### src/rtl/term_pkg.sv
// Shared constants for the term scanner: problem size, term indices and FSM encoding.
package term_pkg;

  localparam int N_VARS  = 5;
  localparam int N_TERMS = 6;
  localparam int N_IDX   = 1 << N_VARS;

  // Bit positions of each product term inside an enable mask.
  localparam int T1 = 0;
  localparam int T2 = 1;
  localparam int T3 = 2;
  localparam int T4 = 3;
  localparam int T5 = 4;
  localparam int T6 = 5;

  localparam logic [N_TERMS-1:0] EN_RESET = '1;

  typedef enum logic [1:0] {
    IDLE = 2'd0,
    SCAN = 2'd1,
    DONE = 2'd2
  } state_t;

endpackage

### src/rtl/sop_terms.sv
// Combinational sum-of-products: evaluates t1..t6 on a 5-bit vector {X,Y,Z,K,M}
// and ORs together only the terms whose enable bit is set.
module sop_terms
  import term_pkg::*;
(
  input  logic [N_VARS-1:0]  vec,
  input  logic [N_TERMS-1:0] en,
  output logic               f
);

  logic x, y, z, k, m;
  logic [N_TERMS-1:0] term;

  assign {x, y, z, k, m} = vec;

  always_comb begin
    term     = '0;
    term[T1] = y & k & m & ~x;
    term[T2] = ~x & ~y & z & ~m;
    term[T3] = x & ~y & k & ~z;
    term[T4] = ~x & k & ~z;
    term[T5] = ~y & ~k;
    term[T6] = x & ~z & m;
  end

  // An all-zero mask leaves nothing to OR, so F is 0.
  assign f = |(term & en);

endmodule

### src/rtl/term_scanner.sv
// Sweeps all 32 input combinations through the enabled product terms, building a
// truth table and ones count, plus a free-running registered probe of a live vector.
module term_scanner
  import term_pkg::*;
(
  input  logic                clk,
  input  logic                rst,
  input  logic                start,
  input  logic                abort,
  input  logic [N_TERMS-1:0]  term_en,
  input  logic [N_VARS-1:0]   probe_vec,
  output logic                busy,
  output logic                done,
  output logic [N_IDX-1:0]    truth_tbl,
  output logic [N_VARS:0]     ones_cnt,
  output logic                probe_f
);

  state_t              state_reg, state_next;
  logic [N_VARS-1:0]   idx_reg;
  logic [N_TERMS-1:0]  latched_en_reg;
  logic [N_IDX-1:0]    truth_tbl_reg;
  logic [N_VARS:0]     ones_cnt_reg;
  logic                probe_f_reg;

  logic                load, step, clear;
  logic                f_scan, f_probe;

  sop_terms u_scan_terms (
    .vec (idx_reg),
    .en  (latched_en_reg),
    .f   (f_scan)
  );

  // The probe path deliberately uses the live mask, not the latched one.
  sop_terms u_probe_terms (
    .vec (probe_vec),
    .en  (term_en),
    .f   (f_probe)
  );

  always_comb begin
    state_next = state_reg;
    load       = 1'b0;
    step       = 1'b0;
    clear      = 1'b0;
    case (state_reg)
      IDLE: begin
        if (start) begin
          load       = 1'b1;
          state_next = SCAN;
        end
      end
      SCAN: begin
        if (abort) begin
          clear      = 1'b1;
          state_next = IDLE;
        end else begin
          step = 1'b1;
          if (idx_reg == N_VARS'(N_IDX - 1)) state_next = DONE;
        end
      end
      DONE:    state_next = IDLE;
      default: state_next = IDLE;
    endcase
  end

  always_ff @(posedge clk or posedge rst) begin
    if (rst) begin
      state_reg      <= IDLE;
      idx_reg        <= '0;
      latched_en_reg <= EN_RESET;
      truth_tbl_reg  <= '0;
      ones_cnt_reg   <= '0;
      probe_f_reg    <= 1'b0;
    end else begin
      state_reg   <= state_next;
      probe_f_reg <= f_probe;
      if (load) begin
        latched_en_reg <= term_en;
        idx_reg        <= '0;
        truth_tbl_reg  <= '0;
        ones_cnt_reg   <= '0;
      end else if (clear) begin
        idx_reg       <= '0;
        truth_tbl_reg <= '0;
        ones_cnt_reg  <= '0;
      end else if (step) begin
        // idx wraps to 0 after 31; the DONE transition keeps it from being reused.
        truth_tbl_reg[idx_reg] <= f_scan;
        ones_cnt_reg           <= ones_cnt_reg + (N_VARS + 1)'(f_scan);
        idx_reg                <= idx_reg + 1'b1;
      end
    end
  end

  assign busy      = (state_reg == SCAN);
  assign done      = (state_reg == DONE);
  assign truth_tbl = truth_tbl_reg;
  assign ones_cnt  = ones_cnt_reg;
  assign probe_f   = probe_f_reg;

endmodule

### config.mk
export PLATFORM = sky130hd
export DESIGN_NAME = term_scanner
export DESIGN_NICKNAME = d
export VERILOG_FILES = /design/src/rtl/term_pkg.sv /design/src/rtl/sop_terms.sv /design/src/rtl/term_scanner.sv
export SDC_FILE = /design/constraint.sdc
export NUM_CORES = 1
export LEC_CHECK = 0
export CAP_MARGIN = 10
export CORE_ASPECT_RATIO = 1.75
export CORE_MARGIN = 3
export CORE_UTILIZATION = 25
export CTS_BUF_LIST = sky130_fd_sc_hd__clkbuf_8
export CTS_CLUSTER_DIAMETER = 50
export CTS_CLUSTER_SIZE = 28
export DETAILED_ROUTE_END_ITERATION = 16
export SYNTH_ARGS = -nofsm -noshare
export SYNTH_HDL_FRONTEND = slang
export SYNTH_HIERARCHICAL = 1
export SYNTH_SLANG_ARGS = --single-unit
### constraint.sdc
create_clock -name clk -period 2.1 [get_ports clk]
set_clock_uncertainty 0.05 [all_clocks]
set_input_delay 0.42 -clock clk [delete_from_list [all_inputs] [get_ports clk]]
set_output_delay 0.42 -clock clk [all_outputs]
set_load 0.03 [all_outputs]
==> metrics.yaml, run 1 <==
cpMaxStageDelayCell: "dfstp_2"
synth_most_common_cell: "dfrtp_1"
num-fill-cells: 1110
grt_max_degree: 53
arrival_ns: 2.28
path_clk_slew_ns: 0.10
crit_fanout: 2
dr.pass1.iters: 4
fp-row-count: 50
crit_type: "reg -> reg"
yosysWarnings: 6
power_frac_seq: 0.460
run_status: "complete, no violations"
die_y_um: 145
cts_buffer_depth: 2
postSynthCellCount: 273
largest_register_ffs: 32
synth-seq-cells: 52
met2_length_mm: 4.37
slew_headroom: 0.722
hp-class: "in -> async"
wirelength_met1_mm: 3.05
place_area_mm2: 0.00354
ys_top_cells_by_count: "dfrtp_1 (46), a21oi_1 (36), nand4_1 (33), o31ai_1 (32), clkbuf_1 (12)"
hpwlAfterDp_mm: 5.41
port_buffers: 55
final_nets: 352
synth_edf_count: 0
critPathBufInv: 1
post-route-period-util: 0.989
cp-end-kind: "register"
finalHoldViolations: 0
syn_to_final_growth_pct: 33.8
grt-ovfl-total: 0
antenna_found_initial: 0
drv_slew: 0
max_stage_delay_ns: 0.55
coreArea_mm2: 0.0108
p_leak_nw: 1.44
boundaryPins: 56
p_int_w: 0.00168
worstMarginPinSlew_ns: 0.416
cp_cell_sequence: "nand2b_1, a211o_1, o2111ai_2, ha_2, ha_2, inv_1, or3_4, a21oi_2"
max_freq_ghz: 0.482
final_area_mm2: 0.00369
yosysTopAreaCell: "dfrtp_1"
fin_tns_setup_ns: 0
synth_seq_area_share: 0.475
pwr_density_cell_mw_per_mm2: 657
p_comb_frac: 0.237
reg2reg_slack_ns: 0.02
die_x_um: 85.4
grt_usage: 0.128
antenna-diode-count: 0
clock_latency_ns: 0.32
grt_pass1_wl_mm: 12.4
fin_util: 0.343
place_congestion: 0.780
drc: 0
routed_via_density: 5.29
grt_pass1_vias: 2462
cts_sinks: 52
async_reset_ff_frac: 1.00
numCtsBuffers: 5
maxCapViolCount: 0
drtIter0Drc: 169
ant_nets: 0
period_minus_slack_ns: 2.08
setup_viol: 0
syn_area_mm2: 0.00276
cts_root_buf: "clkbuf_8"
routed_wl_mm: 7.86
dr_total_vias: 2439
top_layer: "met4"
cpLargestDelayFamily: "flip-flops"
dp_slack_ns: 0.0577
power.share.switching: 0.308
crit_path_start_kind: "register"
vdd_drop_max_mv: 0.286
cpMostUsedCell: "ha_2"
crit_required_ns: 2.31
htreeDepth: 2
fp.dieArea_mm2: 0.0124
p_clk_frac: 0.303
wire_per_inst_um: 17.0
p_switching_w: 0.000747
synth_nets: 295
synth_cell_type_count: 41
dr_wl_met3_um: 227
ys.flop_type: "dfrtp_1"
worst_slack_ns: 0.0236
drive_above_1_share: 0.172
synth_area_leaders: "dfrtp_1 (42%), o31ai_1 (8.7%), nand4_1 (7.5%)"
synth.top_cell.area_share: 0.418
start_util: 0.256
syn_avg_cell_area_um2: 10.1
cts_tree: "built"
[tightest hold or removal path: stages]
cell and delay, ns:
clkdlybuf4s50_1 0.41, inv_2 0.07, buf_12 0.27
[worst paths after layout]
check                                       start                end  depth (start not counted)
worst min-delay path                          rst        ones_cnt[2]                          3
max in group asynchronous                     rst  latched_en_reg[3]                          3
worst max register to register  latched_en_reg[3]        ones_cnt[2]                          8
worst min register to register      truth_tbl[17]      truth_tbl[17]                          2
min in group clk                    truth_tbl[17]      truth_tbl[17]                          2
worst max-delay path            latched_en_reg[3]        ones_cnt[2]                          8
[final cells by class]
| type | instances | area, µm² | share of cell area |
|---|---|---|---|
| clock inverter | 2 | 38.8 | 0.0105 |
| multi-input combinational | 186 | 1310 | 0.356 |
| sequential | 52 | 1310 | 0.355 |
| timing repair buffer | 74 | 741 | 0.201 |
| tap | 130 | 163 | 0.0441 |
| inverter | 11 | 41.3 | 0.0112 |
| clock buffer | 6 | 82.6 | 0.0224 |
[through the flow]
stage | hold slack (ns) | cells | total power (W)
global placement | 0.485 | 452 | 0.00168
finish | 0.416 | 461 | 0.00242
CTS | 0.422 | 460 | 0.00243
global route | 0.443 | 461 | 0.00253
floorplan | 0.522 | 273 | 0.00146
detailed placement | 0.491 | 452 | 0.00170
[power by group through the flow]
stage | Clock (W) | Sequential [W] | Combinational, W
after floorplan | 0 | 0.00115 | 0.000311
after global placement | 0 | 0.00113 | 0.000550
after detailed placement | 0 | 0.00114 | 0.000563
after CTS | 0.000756 | 0.00112 | 0.000562
after global routing | 0.000792 | 0.00112 | 0.000619
final | 0.000734 | 0.00112 | 0.000574
[metal layers]
metal / vias to the layer above / GRT usage
met1: 1219 / 0.135
met5: - / 0
met3: 13 / 0.0227
met2: 49 / 0.235
li1: 1158 / -
met4: 0 / 0.0717
[layout by cell type, fill, tap and decap left out, types with 4 or more instances in the layout]
cell type / instances
nand4_1: 33
dfrtp_1: 46
ha_1: 5
clkbuf_8: 6
mux2_2: 6
buf_12: 4
nand3_1: 9
dfstp_2: 6
a21oi_1: 35
buf_4: 15
o21ai_0: 7
nand2_1: 4
or3_1: 4
inv_1: 9
clkdlybuf4s50_1: 53
o31ai_1: 32
[logic make-up after synthesis]
| group | count (synthesis) | share of synthesized area |
|---|---|---|
| adder cells (fa/ha/maj) | 7 | 0.0318 |
| AND/OR/NAND/NOR | 82 | 0.195 |
| flip-flops | 52 | 0.475 |
| AO/OA/AOI/OAI | 89 | 0.209 |
| buffers and inverters | 35 | 0.0577 |
| multiplexers | 8 | 0.0318 |
[timing repair]
action | in CTS | in global routing
gates resized for setup | 2 | 5
pin swaps | 0 | 4
hold buffers | 0 | 0
setup buffers | 0 | 1
endpoints found under the setup margin | 2 | 3
cloned | 0 | 0
Power figures use the tool's default switching activity.
==> run 2: changes to the inputs <==
--- a/config.mk
+++ b/config.mk
@@ -13,6 +13,7 @@
 export CTS_CLUSTER_DIAMETER = 50
 export CTS_CLUSTER_SIZE = 28
 export DETAILED_ROUTE_END_ITERATION = 16
+export SLEW_MARGIN = 15
 export SYNTH_ARGS = -nofsm -noshare
 export SYNTH_HDL_FRONTEND = slang
 export SYNTH_HIERARCHICAL = 1
==> results of run 2 <==
Final layout, timing and power as in run 1 (identical DEF).
==> run 3: changes to the inputs <==
--- a/config.mk
+++ b/config.mk
@@ -13,6 +13,7 @@
 export CTS_CLUSTER_DIAMETER = 50
 export CTS_CLUSTER_SIZE = 28
 export DETAILED_ROUTE_END_ITERATION = 16
+export HOLD_SLACK_MARGIN = 0.02
 export SLEW_MARGIN = 15
 export SYNTH_ARGS = -nofsm -noshare
 export SYNTH_HDL_FRONTEND = slang
==> results of run 3 <==
Final layout, timing and power as in run 1 (identical DEF).
